## config.mk

```make
export PLATFORM = sky130hd
export DESIGN_NAME = rect_fill_engine
export DESIGN_NICKNAME = d
export VERILOG_FILES = /design/src/rtl/rect_fill_engine.sv
export SDC_FILE = /design/constraint.sdc
export NUM_CORES = 1
export LEC_CHECK = 0
export ABC_AREA = 0
export CAP_MARGIN = 0
export CORE_MARGIN = 1
export CORE_UTILIZATION = 55
export DETAILED_ROUTE_END_ITERATION = 12
export PLACE_DENSITY = 0.85
export SYNTH_ARGS = -nofsm -noshare
export SYNTH_HDL_FRONTEND = slang
export SYNTH_SLANG_ARGS = --single-unit
```

## constraint.sdc

```tcl
create_clock -name PIXEL_CLK -period 6.2 [get_ports PIXEL_CLK]
set_clock_uncertainty 0.1 [all_clocks]
set_input_delay 1.86 -clock PIXEL_CLK [delete_from_list [all_inputs] [get_ports PIXEL_CLK]]
set_output_delay 1.86 -clock PIXEL_CLK [all_outputs]
set_load 0.01 [all_outputs]
```

## src/rtl/rect_fill_engine.sv

```systemverilog
// Rectangle fill engine for the 800x600x8bpp frame buffer.
// Emits one raster-ordered pixel write per clock between START and DONE.
module rect_fill_engine #(
  parameter int HSIZE = 800,
  parameter int VSIZE = 600
) (
  input  logic       PIXEL_CLK,
  input  logic       RST,
  input  logic       START,
  input  logic       ABORT,
  input  logic [9:0] X0,
  input  logic [9:0] Y0,
  input  logic [9:0] X1,
  input  logic [9:0] Y1,
  input  logic [7:0] COLOR,
  output logic [9:0] PIX_HORIZONTAL,
  output logic [9:0] PIX_VERTICAL,
  output logic [7:0] PIX_COLOR,
  output logic       PIX_WE,
  output logic       BUSY,
  output logic       DONE
);

  localparam logic [9:0] XMAX = 10'(HSIZE - 1);
  localparam logic [9:0] YMAX = 10'(VSIZE - 1);

  typedef enum logic [1:0] {
    IDLE,
    FILL,
    LAST
  } state_t;

  state_t state_q, state_d;

  logic [9:0] xl_q, xr_q, yt_q, yb_q;
  logic [9:0] xl_d, xr_d, yt_d, yb_d;
  logic [9:0] x_d, y_d;
  logic [7:0] col_d;
  logic       we_d, busy_d, done_d;

  logic [9:0] lo_x, hi_x, lo_y, hi_y;
  logic [9:0] cl_xl, cl_xr, cl_yt, cl_yb;
  logic       at_end;

  // Order the corners first, then clamp into the visible area.
  always_comb begin
    lo_x  = (X0 < X1) ? X0 : X1;
    hi_x  = (X0 < X1) ? X1 : X0;
    lo_y  = (Y0 < Y1) ? Y0 : Y1;
    hi_y  = (Y0 < Y1) ? Y1 : Y0;
    cl_xl = (lo_x > XMAX) ? XMAX : lo_x;
    cl_xr = (hi_x > XMAX) ? XMAX : hi_x;
    cl_yt = (lo_y > YMAX) ? YMAX : lo_y;
    cl_yb = (hi_y > YMAX) ? YMAX : hi_y;
  end

  assign at_end = (PIX_HORIZONTAL == xr_q)
                && (PIX_VERTICAL == yb_q);

  always_comb begin
    state_d = state_q;
    xl_d    = xl_q;
    xr_d    = xr_q;
    yt_d    = yt_q;
    yb_d    = yb_q;
    x_d     = PIX_HORIZONTAL;
    y_d     = PIX_VERTICAL;
    col_d   = PIX_COLOR;
    we_d    = 1'b0;
    busy_d  = 1'b0;
    done_d  = 1'b0;
    unique case (state_q)
      IDLE: begin
        if (START) begin
          state_d = FILL;
          xl_d    = cl_xl;
          xr_d    = cl_xr;
          yt_d    = cl_yt;
          yb_d    = cl_yb;
          x_d     = cl_xl;
          y_d     = cl_yt;
          col_d   = COLOR;
          we_d    = 1'b1;
          busy_d  = 1'b1;
        end
      end
      FILL: begin
        if (ABORT || at_end) begin
          state_d = LAST;
          done_d  = 1'b1;
        end else begin
          we_d   = 1'b1;
          busy_d = 1'b1;
          if (PIX_HORIZONTAL < xr_q) begin
            x_d = PIX_HORIZONTAL + 10'd1;
          end else begin
            x_d = xl_q;
            y_d = PIX_VERTICAL + 10'd1;
          end
        end
      end
      LAST: begin
        state_d = IDLE;
      end
      default: begin
        state_d = IDLE;
      end
    endcase
  end

  always_ff @(posedge PIXEL_CLK) begin
    if (RST) begin
      state_q        <= IDLE;
      xl_q           <= '0;
      xr_q           <= '0;
      yt_q           <= '0;
      yb_q           <= '0;
      PIX_HORIZONTAL <= '0;
      PIX_VERTICAL   <= '0;
      PIX_COLOR      <= '0;
      PIX_WE         <= 1'b0;
      BUSY           <= 1'b0;
      DONE           <= 1'b0;
    end else begin
      state_q        <= state_d;
      xl_q           <= xl_d;
      xr_q           <= xr_d;
      yt_q           <= yt_d;
      yb_q           <= yb_d;
      PIX_HORIZONTAL <= x_d;
      PIX_VERTICAL   <= y_d;
      PIX_COLOR      <= col_d;
      PIX_WE         <= we_d;
      BUSY           <= busy_d;
      DONE           <= done_d;
    end
  end

endmodule
```

==> flow_summary.yaml, run 1 <==
outcome:
  outcome: "finished clean"
sta:
  rsz0062_at_grt: "no"
  hold_viol: 0
  tightestPinTransition_ns: 0.784
  finalCriticalPeriod_ns: 4.95
  tns_ns: 0
  timing.fmax_mhz: 202
  slew_headroom_pct: 47.6
  final-setup-viol-count: 0
  period_share_pct: 79.9
  maxSlewViolCount: 0
grt:
  grt_pass1_vias: 3823
  grt_max_degree: 49
  antenna_found_initial: 0
  grt_pass1_wl_um: 18100
  grt_overflow: 0
  track_usage_pct: 30.0
clocking:
  cts-root-buf: "clkbuf_8"
  cts_resized: 0
  clk_latency_ns: 0.34
  postCtsSetupBuffers: 0
  cts_num_sinks: 62
  clk_pin_slew_ns: 0.07
  cts_htree_levels: 3
  ctsHoldBuffers: 0
  cts_buffers: 9
  clockBufferDepth: 2
  cts_tree: "yes"
detailed_routing:
  antenna_left: 0
  routedWlPerCell_um: 16.1
  drc_errors: 0
  route.met3.wl_um: 827
  routed_wl_um: 11400
  drtPass1Iterations: 6
  wl_met1_um: 4850
  routed_via_density: 5.94
  wl_met2_um: 5450
  routed.top_layer: "met4"
  drt_iter0_markers: 345
  vias: 4215
logic_synthesis:
  ys.flop_type: "dfxtp_1"
  synthCells: 535
  synth-seq-cells: 62
  ys_seq_area_share_pct: 30.0
  yosys-top-cells-area: "dfxtp_1 30%, ha_1 9.1%, nor2_1 5.7%"
  synth_area_um2: 4140
  yosys_warnings: 0
  synth_top_area_cell: "dfxtp_1"
  async_flop_share_pct: 0
  synth.avg_cell_area_um2: 7.74
  yosysUniqueCellTypes: 59
  synth-edff-count: 0
  syn-num-nets: 617
  yosysTopAreaCellShare_pct: 30.0
worst_setup_path:
  crit_required_ns: 6.34
  worst_setup_path_end_kind: "register"
  cp_max_fo: 24
  path_class: "input pin to register"
  arrival_ns: 5.09
  cp-start-kind: "input pin"
  ff2ff_path_depth: 9
die:
  initial_core_util_pct: 57.1
  rows: 31
  io_pins: 83
  core_um2: 7250
  fp.dieH_um: 88.8
  dieArea_um2: 7880
  die_w_um: 88.8
placement:
  place.gp.congestion: 0.913
  hpwlAfterDp_um: 8260
  post_dp_cell_area_um2: 5010
  portBuffers: 82
final_layout:
  areaGrowthSynthToFinish_pct: 25.4
  nets: 687
  final_area_um2: 5190
  final.fill_count: 579
  drive_above_1_share_pct: 6.23
  diodes: 0
power:
  power_uw: 1230
  p_per_area_nw_per_um2: 236
  ir_drop_uv: 139
  cellLeakagePower_uw: 0.00213
hold_path:
  hp-class: "register to register"
  hold_depth: 2
job:
  maxCapViolCount: 0
==> power by group <==
group	switching (uW)	internal [uW]
logic	227	186
registers	40.7	438
clock network	158	177
total	425	801
==> worst max-delay path, stage by stage <==
cell and delay [ns]:
clkdlybuf4s50_1 0.51, inv_1 0.06, ha_1 0.29, a2111oi_0 0.40
o21ai_1 0.18, a221oi_4 0.74, buf_4 0.38, mux2i_1 0.26
nand2_1 0.10, a311oi_1 0.32
==> metal layers <==
layer  track usage (%)  up-vias
li1                  -     2044
met1              37.1     1945
met2              50.6      197
met3              7.46       29
met4              11.0        0
met5                 0        -
==> path summary, 6_finish.rpt <==
kind / start / end / slack, ns
worst min-delay path: PIX_COLOR[3]$_SDFFE_PP0P_ / PIX_COLOR[3]$_SDFFE_PP0P_ / 0.35
worst max-delay path: X1[3] / PIX_HORIZONTAL[0]$_SDFFE_PP0P_ / 1.25
worst max register to register: PIX_HORIZONTAL[3]$_SDFFE_PP0P_ / PIX_VERTICAL[7]$_SDFFE_PP0P_ / 3.24
worst min register to register: PIX_COLOR[3]$_SDFFE_PP0P_ / PIX_COLOR[3]$_SDFFE_PP0P_ / 0.35
==> placed cells by master, fill, tap and decap left out, types with 2 or more instances in the layout <==
| cell type | n |
|---|---|
| o21a_1 | 3 |
| a21oi_1 | 45 |
| a21o_1 | 4 |
| ha_1 | 30 |
| o31ai_1 | 2 |
| nor2_1 | 63 |
| o211ai_1 | 2 |
| clkbuf_8 | 12 |
| a311oi_1 | 10 |
| mux2i_1 | 18 |
| nor3_1 | 21 |
| nand2_1 | 60 |
| mux2_2 | 2 |
| a2111oi_0 | 3 |
| and3_1 | 9 |
| nand2b_1 | 3 |
| clkdlybuf4s50_1 | 82 |
| nand3_1 | 16 |
| a2111oi_1 | 4 |
| clkinv_2 | 2 |
| a211oi_1 | 15 |
| o21ai_0 | 24 |
| xor2_1 | 4 |
| nor2b_1 | 3 |
| or2_2 | 2 |
| a31oi_1 | 3 |
| inv_1 | 40 |
| o21ai_1 | 5 |
| nor3b_1 | 2 |
| dfxtp_1 | 62 |
| nor4_1 | 3 |
| xnor2_1 | 12 |
| buf_4 | 7 |
| o311ai_0 | 4 |
| a32o_1 | 2 |
| nand4_1 | 6 |
==> area by class of cell <==
cell class,count,area (um^2),area share (%)
clock buffer,13,169,3.25
clock inverter,3,17.5,0.337
inverter,40,150,2.89
multi-input combinational,403,2620,50.4
sequential,62,1240,23.9
tap,99,124,2.38
timing repair buffer,89,873,16.8
==> logic make-up (layout without fill, tap and decap cells) <==
| family | Yosys count | in the layout | share of synthesized area, % |
|---|---|---|---|
| compound gates | 137 | 137 | 22.8 |
| fa+ha+maj | 30 | 30 | 9.06 |
| simple gates | 198 | 198 | 22.2 |
| buf+inv | 70 | 145 | 7.07 |
| mux | 22 | 22 | 5.53 |
| flops | 62 | 62 | 30.0 |
| xor+xnor | 16 | 16 | 3.38 |
==> Yosys cell counts, types with 2 or more instances <==
library cell and number:
buf_4 3, clkbuf_1 17, a211oi_1 15, o21ai_1 5
xnor2_1 12, inv_1 40, nand2b_1 3, o21ai_0 24
xor2_1 4, nor3_1 21, o31ai_1 2, mux2_2 2
nor3b_1 2, nand3_1 16, and3_1 9, nor2_1 63
a2111oi_1 4, or2_2 2, ha_1 30, nand2_1 60
nand4_1 6, a311oi_1 10, o211ai_1 2, dfxtp_1 62
buf_2 9, o311ai_0 4, a2111oi_0 3, nor4_1 3
o21a_1 3, a31oi_1 3, a21o_1 4, a32o_1 2
mux2i_1 18, nor2b_1 3, a21oi_1 45
==> through the flow <==
stage / worst slack, ns / std cells / hold WS [ns] / utilization (%)
final: 1.25 / 709 / 0.354 / 71.6
after CTS: 1.28 / 709 / 0.356 / 71.6
after detailed placement: 0.976 / 693 / 0.346 / 69.0
after floorplan: 2.27 / 535 / 0.333 / -
after global placement: 1.16 / 693 / 0.342 / 69.0
after global routing: 1.12 / 709 / 0.376 / 71.6
==> registers in the layout (all words and copies together) (netlist names) <==
signal          flops
PIX_HORIZONTAL     10
PIX_VERTICAL       10
xl_q               10
xr_q               10
yb_q               10
PIX_COLOR           8
state_q             2
BUSY                1
DONE                1
Power figures use the tool's default switching activity.
==> inputs of run 2 (changes only) <==
Settings changed: CORE_UTILIZATION 55 to 47, PLACE_DENSITY 0.85 to 0.77.
Clock period 6.2 ns to 4.1 ns, I/O delays scaled along.
==> run 2 against run 1 <==
Against the previous run: critical path depth stayed put; setup slack lost 0.88 ns; highest routed layer unchanged; sequential power grew 51%; critical path type unchanged; routed wire length is 0.46% higher; cell count is 1.4% higher; first-iteration DRC count decreased by 46%.
==> flow_summary.yaml, run 2 (synthesized netlist as in run 1, its figures left out) <==
outcome:
  outcome: "finished clean"
detailed_routing:
  drc_errors: 0
  vias: 4188
  routed_wl_um: 11400
  routed_via_density: 5.82
  routedWlPerCell_um: 15.9
  antenna_left: 0
  drt_iter0_markers: 188
  drtPass1Iterations: 5
worst_setup_path:
  cp_max_fo: 41
  arrival_ns: 3.86
  ff2ff_path_depth: 6
  crit_start: "X1[3]"
  crit_required_ns: 4.22
  worstReg2RegEnd: "PIX_HORIZONTAL[6]$_SDFFE_PP0P_"
  worstReg2RegStart: "PIX_HORIZONTAL[3]$_SDFFE_PP0P_"
  cp-start-kind: "input pin"
  worst_setup_path_end_kind: "register"
  path_class: "input pin to register"
  regToRegSetupSlack_ns: 1.23
  cp-endpoint: "PIX_HORIZONTAL[9]$_SDFFE_PP0P_"
die:
  io_pins: 83
  fp.dieH_um: 95.9
  rows: 33
  die_w_um: 95.9
  core_um2: 8380
  initial_core_util_pct: 49.4
  dieArea_um2: 9190
power:
  cellLeakagePower_uw: 0.00215
  p_per_area_nw_per_um2: 351
  ir_drop_uv: 205
sta:
  final-setup-viol-count: 0
  maxSlewViolCount: 0
  rsz0062_at_grt: "no"
  tightestPinTransition_ns: 0.761
  finalWorstSetupSlack_ns: 0.365
  timing.fmax_mhz: 268
  tns_ns: 0
  finalCriticalPeriod_ns: 3.73
  hold_viol: 0
  slew_headroom_pct: 49.2
  period_share_pct: 91.1
clocking:
  cts_htree_levels: 3
  cts-root-buf: "clkbuf_8"
  clockBufferDepth: 2
  clk_latency_ns: 0.34
  cts_num_sinks: 62
  postCtsSetupBuffers: 0
  cts_buffers: 9
  ctsHoldBuffers: 0
  cts_tree: "yes"
  clk_pin_slew_ns: 0.06
  cts_resized: 0
final_layout:
  drive_above_1_share_pct: 7.00
  final.fill_count: 749
  layout_commonest_cell: "clkdlybuf4s50_1"
  final_cell_mix: "81 x clkdlybuf4s50_1, 63 x nor2_1, 62 x dfxtp_1"
  areaGrowthSynthToFinish_pct: 26.7
  final_area_um2: 5250
  diodes: 0
  nets: 692
placement:
  post_dp_cell_area_um2: 5070
  portBuffers: 82
  dp_slack_ns: 0.0239
  place.gp.congestion: 0.849
  hpwlAfterDp_um: 8480
grt:
  antenna_found_initial: 0
  track_usage_pct: 25.9
  grt_overflow: 0
  grt_max_degree: 42
  grt_pass1_wl_um: 18200
  grt_pass1_vias: 3950
hold_path:
  min_from: "PIX_COLOR[3]$_SDFFE_PP0P_"
  hp-class: "register to register"
job:
  maxCapViolCount: 0
## run 2: worst min path at each step
stage	to	cells after the start
6_report	PIX_COLOR[3]$_SDFFE_PP0P_	2
5_1_grt	xl_q[1]$_SDFFE_PP0P_	2
4_1_cts	PIX_COLOR[4]$_SDFFE_PP0P_	2
3_5_place_dp	xl_q[1]$_SDFFE_PP0P_	2
3_3_place_gp	PIX_COLOR[4]$_SDFFE_PP0P_	2
2_1_floorplan	xl_q[2]$_SDFFE_PP0P_	2
## run 2: metal layers
layer | vias to the layer above | track usage (%) | part of all wire (%)
met5 | - | 0 | 0
met4 | 0 | 9.08 | 1.6
met3 | 23 | 5.77 | 7.1
met2 | 151 | 44.5 | 48
met1 | 1958 | 31.8 | 44
li1 | 2056 | - | -
## run 2: final cells by class
| type | instances | area [um^2] | area share (%) |
|---|---|---|---|
| Clock buffer | 12 | 155 | 2.96 |
| Inverter | 40 | 150 | 2.86 |
| Multi-Input combinational cell | 403 | 2620 | 49.9 |
| Sequential cell | 62 | 1240 | 23.7 |
| Clock inverter | 3 | 20.0 | 0.381 |
| Tap cell | 105 | 131 | 2.50 |
| Timing Repair Buffer | 94 | 931 | 17.7 |
## run 2: critical path, stage by stage
cell and delay [ns]:
clkdlybuf4s50_1 0.51, inv_1 0.05, ha_1 0.29, a2111oi_0 0.35
o21ai_1 0.18, a221oi_4 0.34, buf_12 0.24, mux2i_1 0.30
nand2_1 0.12, a32o_1 0.24
## run 2: per-stage QoR
stage | power, uW | utilization (%) | hold slack, ns | instances
2_1_floorplan | 1130 | - | 0.333 | 535
3_3_place_gp | 1340 | 60.5 | 0.342 | 704
3_5_place_dp | 1360 | 60.5 | 0.348 | 704
4_1_cts | 1850 | 62.6 | 0.356 | 719
5_1_grt | 1950 | 62.6 | 0.376 | 719
6_report | 1840 | 62.6 | 0.354 | 719
## run 2: report_power, final
part           total (uW)  internal (uW)  leakage, uW  switching [uW]
Clock                 486            248    0.0000845             237
Combinational         632            292      0.00155             340
Sequential            723            662     0.000512            61.0
Total                1840           1200      0.00215             639
